[src/rtl/ssd1306_spi_arbiter.sv]
// ssd1306_spi_arbiter: shares one spi_master byte channel between the command
// sequencer (port C) and the pixel streamer (port P). Owns oled_dc, holds D/C
// stable before every write strobe, keeps bursts atomic, limits how long P can
// be starved, and abandons a transfer whose spi_done never arrives.
module ssd1306_spi_arbiter #(
  parameter int unsigned DC_SETUP    = 2,
  parameter int unsigned MAX_C_BURST = 4,
  parameter int unsigned TIMEOUT     = 4096
) (
  input  logic       clk_50M,
  input  logic       rst_n,
  input  logic       c_req,
  input  logic [7:0] c_data,
  input  logic       c_dc,
  input  logic       c_last,
  output logic       c_ack,
  input  logic       p_req,
  input  logic [7:0] p_data,
  input  logic       p_dc,
  input  logic       p_last,
  output logic       p_ack,
  output logic [7:0] spi_data,
  output logic       spi_wr,
  input  logic       spi_done,
  output logic       oled_dc,
  output logic [1:0] grant,
  output logic       busy,
  output logic       err
);

  localparam int unsigned    TW         = (TIMEOUT > 1) ? $clog2(TIMEOUT) : 1;
  localparam logic [TW-1:0]  SETUP_LOAD = TW'(DC_SETUP - 1);
  localparam logic [TW-1:0]  WAIT_LOAD  = TW'(TIMEOUT - 1);
  localparam logic [3:0]     C_LIMIT    = 4'(MAX_C_BURST);
  localparam logic [1:0]     G_NONE     = 2'b00;
  localparam logic [1:0]     G_C        = 2'b01;
  localparam logic [1:0]     G_P        = 2'b10;

  typedef enum logic [2:0] {
    S_IDLE,
    S_LOAD,
    S_SETUP,
    S_WRITE,
    S_WAIT
  } state_t;

  state_t        state_q, state_d;
  logic [1:0]    grant_q, grant_d;
  logic [7:0]    spi_data_q, spi_data_d;
  logic          dc_q, dc_d;
  logic          last_q, last_d;
  logic          wreq_q, wreq_d;
  logic [TW-1:0] timer_q, timer_d;
  logic [3:0]    cburst_q, cburst_d;

  logic          pick_c;
  logic          own_req;
  logic [7:0]    own_data;
  logic          own_dc;
  logic          own_last;

  // Current owner's request view, used when a burst continues after WAIT.
  always_comb begin
    own_req  = p_req;
    own_data = p_data;
    own_dc   = p_dc;
    own_last = p_last;
    if (grant_q == G_C) begin
      own_req  = c_req;
      own_data = c_data;
      own_dc   = c_dc;
      own_last = c_last;
    end
  end

  assign pick_c = c_req && (!p_req || (cburst_q < C_LIMIT));

  // Next-state logic. Byte, D/C and last are captured on the edge entering
  // LOAD so oled_dc already shows the new value during the LOAD/ack cycle.
  always_comb begin
    state_d    = state_q;
    grant_d    = grant_q;
    spi_data_d = spi_data_q;
    dc_d       = dc_q;
    last_d     = last_q;
    wreq_d     = wreq_q;
    timer_d    = timer_q;
    cburst_d   = cburst_q;
    unique case (state_q)
      S_IDLE: begin
        if (pick_c) begin
          state_d    = S_LOAD;
          grant_d    = G_C;
          spi_data_d = c_data;
          dc_d       = c_dc;
          last_d     = c_last;
        end else if (p_req) begin
          state_d    = S_LOAD;
          grant_d    = G_P;
          spi_data_d = p_data;
          dc_d       = p_dc;
          last_d     = p_last;
        end
      end
      S_LOAD: begin
        state_d = S_SETUP;
        timer_d = SETUP_LOAD;
      end
      S_SETUP: begin
        if (timer_q == '0) begin
          state_d = S_WRITE;
        end else begin
          timer_d = timer_q - 1'b1;
        end
      end
      S_WRITE: begin
        state_d = S_WAIT;
        timer_d = WAIT_LOAD;
        wreq_d  = 1'b0;
      end
      S_WAIT: begin
        if (wreq_q || spi_done) begin
          if (!wreq_q && last_q) begin
            state_d = S_IDLE;
            grant_d = G_NONE;
            if (grant_q == G_C && p_req) begin
              cburst_d = (cburst_q == '1) ? cburst_q : cburst_q + 1'b1;
            end else begin
              cburst_d = '0;
            end
          end else if (own_req) begin
            state_d    = S_LOAD;
            wreq_d     = 1'b0;
            spi_data_d = own_data;
            dc_d       = own_dc;
            last_d     = own_last;
          end else begin
            wreq_d = 1'b1;
          end
        end else if (timer_q == '0) begin
          state_d = S_IDLE;
          grant_d = G_NONE;
        end else begin
          timer_d = timer_q - 1'b1;
        end
      end
      default: begin
        state_d = S_IDLE;
        grant_d = G_NONE;
      end
    endcase
  end

  // State and datapath registers with asynchronous active-low reset.
  always_ff @(posedge clk_50M or negedge rst_n) begin
    if (!rst_n) begin
      state_q    <= S_IDLE;
      grant_q    <= G_NONE;
      spi_data_q <= '0;
      dc_q       <= 1'b0;
      last_q     <= 1'b0;
      wreq_q     <= 1'b0;
      timer_q    <= '0;
      cburst_q   <= '0;
    end else begin
      state_q    <= state_d;
      grant_q    <= grant_d;
      spi_data_q <= spi_data_d;
      dc_q       <= dc_d;
      last_q     <= last_d;
      wreq_q     <= wreq_d;
      timer_q    <= timer_d;
      cburst_q   <= cburst_d;
    end
  end

  assign c_ack    = (state_q == S_LOAD) && (grant_q == G_C);
  assign p_ack    = (state_q == S_LOAD) && (grant_q == G_P);
  assign spi_wr   = (state_q == S_WRITE);
  assign busy     = (state_q != S_IDLE);
  assign err      = (state_q == S_WAIT) && !wreq_q && !spi_done && (timer_q == '0);
  assign spi_data = spi_data_q;
  assign oled_dc  = dc_q;
  assign grant    = grant_q;

endmodule

[config.mk]
export PLATFORM = sky130hd
export DESIGN_NAME = ssd1306_spi_arbiter
export DESIGN_NICKNAME = d
export VERILOG_FILES = /design/src/rtl/ssd1306_spi_arbiter.sv
export SDC_FILE = /design/constraint.sdc
export NUM_CORES = 1
export LEC_CHECK = 0
export CORE_MARGIN = 2
export CORE_UTILIZATION = 44
export DETAILED_ROUTE_END_ITERATION = 8
export PLACE_DENSITY = 0.73
export SYNTH_ARGS = -nofsm -noshare
export SYNTH_HDL_FRONTEND = slang
export SYNTH_SLANG_ARGS = --single-unit
[constraint.sdc]
create_clock -name clk_50M -period 1.8 [get_ports clk_50M]
set_input_delay 0.27 -clock clk_50M [delete_from_list [all_inputs] [get_ports clk_50M]]
set_output_delay 0.27 -clock clk_50M [all_outputs]
set_load 0.03 [all_outputs]
* Yosys cells after proc, flatten, opt, wreduce, memory -nomap -nowiden *
Index checks and enable logic that the tools add are counted.

cells by class
  add/subtract/negate cells = 2
  $lt $le $gt $ge = 1
  eq/ne operators = 17
  multiplexer cells = 45
  bitwise gates (word level) = 1
  reductions and logical operators = 26

operators with widths
  operator               number
  $mux 8                 6
  $pmux 12 s4            1
  $mux 12                2
  $mux 3                 7
  $mux 1                 16
  $pmux 8 s2             1
  $pmux 3 s5             1
  $logic_not 12->1       1
  $ne 2x2->1 const B     6
  $reduce_and 4->1       3
  $sub 12x1->12 const B  1
  $mux 2                 5
  $ne 3x3->1 const B     3
  $logic_and 1x1->1      8
  $mux 4                 2
  $eq 3x2->1 const B     2
  $pmux 1 s2             3
  $pmux 2 s3             1
  $reduce_and 5->1       1
  $add 4x1->4 const B    1
  $eq 4x4->1 const B     1
  $lt 4x3->1 const B     1
  $ne 4x4->1 const B     1
  $reduce_bool 2->1      2
  13 further kinds       16

word-level totals
  register bits = 32
  input port bits = 25
  output and inout port bits = 16
  word-level logic and storage cells = 100

* Longest topological paths before layout *
Gate-level depths: netlist of run 1.

  depth in word-level cells = 6
  gate-level depth with buffers = 8
  depth with buffers taken out = 7

* Least setup slack after synthesis of run 1 *
No wires, ideal clock.

  kind = register to output
  from = register state_q[0]
  to = output p_ack
  data arrival time = 1.736 ns
  required time = 1.530 ns
  path slack = -0.206 ns
  cell stages (with the launch flop) = 5
  buffers on the path = 2
  cells stage by stage = dfrtp_1 buf_2 buf_1 nand2_1 nor3b_1

on the way
  cells in the longest elaborated chain, start to end = 2

RTL lines
  element                 line  source
  start, declared         47    state_t state_q, state_d;
  start signal, assigned  166   state_q <= state_d;
  $eq 3x1->1              178   assign p_ack = (state_q == S_LOAD) && (grant_q == G_P);
  $logic_and 1x1->1       178
  end, declared           21    output logic p_ack,

Every way passes these cells.

* Worst setup path in the final report of run 1 *
  from = register timer_q[1]
  to = register timer_q[1]

on the way
  cells in the longest elaborated chain, start to end = 4
  elaborated cells between the ends (all ways) = 5
  classes of those cells = add/sub: 1; mux: 3; reduce/logical: 1

RTL lines
  element                                            line      source
  start, declared                                    53        logic [TW-1:0] timer_q, timer_d;
  start signal, assigned                             172       timer_q <= timer_d;
  $sub 12x1->12 or $logic_not 12->1 (tied branches)  n/a
  $mux 12 (*)                                        110, 140
  $mux 12                                            122       if (wreq_q || spi_done) begin
  $pmux 12 s4 (*)                                    89        unique case (state_q)

Every way passes the cells marked *; elsewhere a longest branch is shown, timed or not. The select of a mux whose other input is x is not followed.
A chain may end at the register's enable or synchronous reset.

==> results.py, run 1 <==
metrics = {
    "drt": {
        "via_per_inst": 5.586,
        "via_count": 2011,
        "drtIter0Drc": 207,
        "drcViolationCount": 0,
        "drt_first_pass_iters": 4,
        "ant_nets": 0,
        "routedWlPerCell_um": 15.33,
        "drt_wl_total_um": 5519,
    },
    "timing": {
        "rsz0062_at_grt": "true",
        "maxSlewViolCount": 0,
        "min_period_over_period": 1.044,
        "min_period_ns": 1.879,
        "hold_ws_ns": 0.3925,
        "setup_ws_ns": -0.07924,
        "hold_viol": 0,
        "final-setup-viol-count": 7,
        "worst_slew_pin_slew_ns": 0.4227,
        "maxSlewHeadroom": 0.7172,
        "timing.fmax_mhz": 532.1,
        "clock_skew_ns": 0.008342,
    },
    "clock_network": {
        "cts_root_buf": "clkbuf_8",
        "cts_buffers": 5,
        "cts_tree": "built",
        "clk_pin_slew_ns": 0.07,
        "htreeDepth": 2,
        "clock_sinks": 32,
        "worstSkewPairLatency_ns": 0.28,
        "clock_path_buffers": 2,
    },
    "critical_path": {
        "startpoint_type": "flip-flop",
        "critPathMaxFanout": 6,
        "rr_startpoint": "timer_q[1]",
        "cp.required_ns": 1.95,
        "slowest_delay_ns": 0.40,
        "critPathKind": "reg -> reg",
        "arrival_ns": 2.03,
        "path_cells": "inv_2 > ha_4 > nor3b_4 > buf_4 > and4_2 > nor3_1 > a32oi_1 > o221ai_1",
        "cp-end-kind": "flip-flop",
        "crit_family": "simple AND/OR/NAND/NOR gates",
        "rr_endpoint": "timer_q[1]",
        "rrSetupSlack_ns": -0.08,
        "worst_path_max_delay_cell": "dfrtp_1",
        "rr_worst_depth": 8,
        "critical_path_buf_inv_count": 2,
    },
    "logic_synthesis": {
        "synth_cell_types": 56,
        "synth_common_cells": "dfrtp_1, nor2_1, nand2_1, a21oi_1",
        "netlist.area_leader.share": 0.3960,
        "syn_area_per_cell_um2": 9.318,
        "ys_warn_count": 0,
        "yosysTopAreaCell": "dfrtp_1",
        "synthCells": 217,
        "ys.flop_type": "dfrtp_1",
        "yosysSeqAreaShare": 0.3960,
        "ys_top_cells_by_area": "dfrtp_1, mux2_1, mux2_2",
        "synth-edff-count": 0,
        "synth_fp_nets": 244,
        "synth_seq_cells": 32,
        "yosysMostFrequentCell": "dfrtp_1",
        "syn-cell-area_um2": 2022,
        "async_reset_ff_frac": 1.000,
    },
    "final_layout": {
        "diodes": 0,
        "drive_gt1_frac": 0.3571,
        "final_area_um2": 3062,
        "fin_nets": 334,
        "area_delta_synth_final_pct": 51.42,
        "instances_no_fill": 360,
    },
    "power_and_ir_drop": {
        "irDropWorstVdd_v": 0.0007990,
        "p_leak_nw": 1.393,
        "power.total_mw": 5.449,
        "power_density_nw_per_um2": 1780,
    },
    "worst_hold_path": {
        "hold_class": "in -> async",
    },
    "floorplan": {
        "core-area_um2": 4384,
        "core.rowCount": 24,
        "start_util": 0.4612,
        "die_h_um": 71.79,
        "io_pins": 41,
        "die-area_um2": 5154,
        "die_width_um": 71.79,
    },
    "job": {
        "maxCapViolations": 0,
    },
    "global_route": {
        "grt_pass1_wl_um": 9011,
        "grt_overflow": 0,
        "track_usage": 0.2216,
        "antenna_found_initial": 0,
        "grt_max_degree": 33,
        "grt_pass1_vias": 1998,
    },
    "outcome": {
        "violations": "negative setup slack",
        "status": "finished with violations",
    },
    "placed_design": {
        "place_inst": 334,
        "placed_area_um2": 2708,
        "place_congestion": 0.8283,
        "dp.final_hpwl_um": 3801,
        "port_buffers": 40,
    },
}
[metal layers]
metal  wire, um  GRT usage
met5          0          0
met4         86    0.08176
met3        380    0.07173
met2       2694     0.3570
met1       2358     0.2783
[power by group]
part           internal (mW)  switching (mW)
Clock                  0.312           0.267
Combinational           1.72            1.82
Sequential              1.05           0.285
[state kept, by name, summed over array words and instances, names as in the netlist]
| signal | flops |
|---|---|
| timer_q | 12 |
| state_q | 3 |
| wreq_q | 1 |
| oled_dc | 1 |
| last_q | 1 |
| cburst_q | 4 |
| spi_data | 8 |
| grant | 2 |
[worst max path at each step]
stage | startpoint | endpoint | slack [ns] | cells after the start
floorplan | timer_q[0] | timer_q[1] | 0.03 | 8
global placement | c_req | oled_dc | -0.13 | 6
detailed placement | c_req | spi_data[6] | -0.14 | 6
CTS | timer_q[0] | err | -0.06 | 7
global route | timer_q[1] | timer_q[1] | -0.16 | 8
finish | timer_q[1] | timer_q[1] | -0.08 | 8
[stage by stage]
stage                     setup slack [ns]  TNS [ns]    util
final                             -0.07924   -0.2090  0.6983
after global routing               -0.1579    -1.399  0.6983
after CTS                         -0.06152  -0.07700  0.6624
after detailed placement           -0.1436    -1.633  0.6176
after global placement             -0.1332    -1.341  0.6176
after floorplan                    0.03068         0       -
[cells by family after synthesis]
family | count (synthesis) | share of synthesized area
XOR/XNOR | 1 | 0.004332
adder cells (fa/ha/maj) | 2 | 0.01237
buffers and inverters | 14 | 0.02970
multiplexers | 22 | 0.1201
flip-flops | 32 | 0.3960
AO/OA/AOI/OAI | 62 | 0.2067
AND/OR/NAND/NOR | 84 | 0.2308
[layout make-up]
| cell class | instances | area, um2 |
|---|---|---|
| fillers | 336 | 1323 |
| multi-input cells | 172 | 1277 |
| flip-flops and latches | 32 | 805.8 |
| repair buffers | 89 | 797.0 |
| clock buffers | 8 | 90.09 |
| well taps | 52 | 65.06 |
| inverters | 7 | 26.28 |
[cell usage in the layout, fill, tap and decap left out, types with 2 or more instances in the layout]
cell and count:
a21o_1 3, a21oi_1 13, a31oi_1 5, a41o_1 2, and2_1 3, and4_1 2
buf_4 47, buf_6 4, clkbuf_1 2, clkbuf_8 6, clkdlybuf4s50_1 34, dfrtp_1 28
dfrtp_2 4, inv_1 4, inv_2 3, mux2_2 9, mux2_4 9, mux2i_1 3
nand2_1 16, nand2_2 3, nand2b_1 3, nand3_1 6, nand4_1 2, nor2_1 22
nor2_2 2, nor2_4 3, nor3_1 6, nor3b_4 2, o211ai_1 2, o21ai_0 9
o21ai_1 9, o22a_1 5
[what timing repair did]
item,4_1_cts,5_1_grt
setup buffers,8,9
resized for setup,17,24
pin swaps,4,7
endpoints found under the setup margin,14,27
hold buffers,0,0
gates cloned,0,1
Power figures use the tool's default switching activity.
==> inputs of run 2 (changes only) <==
Settings changed: CAP_MARGIN from default to 20, CORE_UTILIZATION 44 to 46, PLACE_DENSITY 0.73 to 0.76.
==> results.py, run 2 (synthesized netlist as in run 1, its figures left out) <==
metrics = {
    "timing": {
        "final-setup-viol-count": 6,
        "timing.fmax_mhz": 534.0,
        "maxSlewViolCount": 0,
        "min_period_over_period": 1.040,
        "hold_viol": 0,
        "setup_tns_ns": -0.2258,
        "min_period_ns": 1.873,
        "hold_ws_ns": 0.3858,
        "maxSlewHeadroom": 0.7083,
        "rsz0062_at_grt": "true",
        "worst_slew_pin_slew_ns": 0.4359,
        "clock_skew_ns": 0.002159,
        "setup_ws_ns": -0.07261,
    },
    "critical_path": {
        "critical_path_buf_inv_count": 3,
        "crit_path_frequent_cell": "buf_6",
        "crit_family": "simple AND/OR/NAND/NOR gates",
        "arrival_ns": 1.60,
        "critPathKind": "reg -> out",
        "cp.required_ns": 1.53,
        "path_cells": "inv_2 > ha_4 > nor3b_4 > nand4_2 > buf_6 > nor2_4 > buf_6",
        "worst_path_max_delay_cell": "dfrtp_1",
        "slowest_delay_ns": 0.40,
        "cp-end-kind": "output port",
        "startpoint_type": "flip-flop",
        "critPathMaxFanout": 2,
    },
    "placed_design": {
        "port_buffers": 40,
        "place_congestion": 0.8666,
        "dp.final_hpwl_um": 3686,
    },
    "drt": {
        "via_per_inst": 5.612,
        "drtIter0Drc": 156,
        "drt_wl_total_um": 5568,
        "via_count": 2037,
        "routedWlPerCell_um": 15.34,
        "drt_first_pass_iters": 4,
        "ant_nets": 0,
        "drcViolationCount": 0,
    },
    "clock_network": {
        "cts_buffers": 5,
        "worstSkewPairLatency_ns": 0.29,
        "clock_sinks": 32,
        "cts_tree": "built",
        "clock_path_buffers": 2,
        "htreeDepth": 2,
        "clk_pin_slew_ns": 0.07,
        "cts-hold-fix-buffers": 0,
        "cts_root_buf": "clkbuf_8",
    },
    "global_route": {
        "track_usage": 0.2238,
        "antenna_found_initial": 0,
        "grt_max_degree": 33,
        "grt_pass1_wl_um": 8845,
        "grt_overflow": 0,
        "grt_pass1_vias": 1944,
    },
    "job": {
        "maxCapViolations": 0,
    },
    "final_layout": {
        "largest_register_ffs": 12,
        "layout_commonest_cell": "buf_4",
        "fin_nets": 337,
        "top_register": "timer_q",
        "drive_gt1_frac": 0.3923,
        "area_delta_synth_final_pct": 56.06,
        "final_util": 0.7348,
        "diodes": 0,
        "final_cell_mix": "buf_4, clkdlybuf4s50_1, dfrtp_1",
    },
    "power_and_ir_drop": {
        "power.total_mw": 5.614,
        "switching_share": 0.4304,
        "pwr-share-seq": 0.245,
        "switchingPower_mw": 2.416,
        "power_density_nw_per_um2": 1779,
        "irDropWorstVdd_v": 0.001097,
        "intPower_mw": 3.198,
        "power.clock.fraction": 0.105,
        "comb_power_share": 0.650,
        "p_leak_nw": 1.434,
    },
    "floorplan": {
        "die-area_um2": 4942,
        "die_h_um": 70.30,
        "core.rowCount": 24,
        "start_util": 0.4709,
        "die_width_um": 70.30,
        "core-area_um2": 4294,
        "io_pins": 41,
    },
    "outcome": {
        "violations": "negative setup slack",
        "status": "finished with violations",
    },
    "worst_hold_path": {
        "hold_class": "in -> async",
    },
}
## run 2: path summary, 6_finish.rpt
path,startpoint,to,slack (ns),cells past startpoint
setup / recovery,timer_q[1],err,-0.07,7
min in group clk_50M,spi_data[6],spi_data[6],0.52,1
max in group asynchronous,rst_n,grant[0],1.08,2
hold / removal,rst_n,wreq_q,0.39,2
setup reg to reg,state_q[1],timer_q[6],-0.06,7
hold reg to reg,spi_data[6],spi_data[6],0.52,1
## run 2: routing by layer
layer	wire (um)	track usage	vias to the layer above
met4	61	0.06410	0
li1	-	-	986
met3	362	0.07071	5
met5	0	0	-
met2	2793	0.3606	66
met1	2350	0.2886	980
## run 2: power by group through the flow
stage	clock (mW)	combinational (mW)	sequential, mW
floorplan	0	1.71	1.55
global placement	0	2.99	1.34
detailed placement	0	3.05	1.35
CTS	0.596	3.22	1.36
global route	0.634	3.95	1.41
finish	0.589	3.65	1.37
## run 2: timing repair
| item | 4_1_cts | 5_1_grt |
|---|---|---|
| pin swaps | 7 | 13 |
| gates cloned | 0 | 2 |
| setup endpoints to repair | 20 | 28 |
| hold endpoints to repair | 0 | 0 |
| buffers inserted | 10 | 8 |
| gates resized for setup | 20 | 31 |
## run 2: cell type report
class	count	area, um2
multi-input cells	171	1305
fillers	306	1139
repair buffers	93	859.6
flip-flops and latches	32	807.0
clock buffers	6	82.58
well taps	52	65.06
inverters	7	26.28
clock inverters	2	10.01
## run 2: metrics by stage
stage / setup slack, ns / instance area [um2] / cells
after CTS: -0.06596 / 2950 / 354
after detailed placement: -0.1498 / 2723 / 336
final: -0.07261 / 3156 / 363
after global routing: -0.1313 / 3156 / 363
after floorplan: 0.03068 / 2033 / 217
after global placement: -0.1014 / 2723 / 336
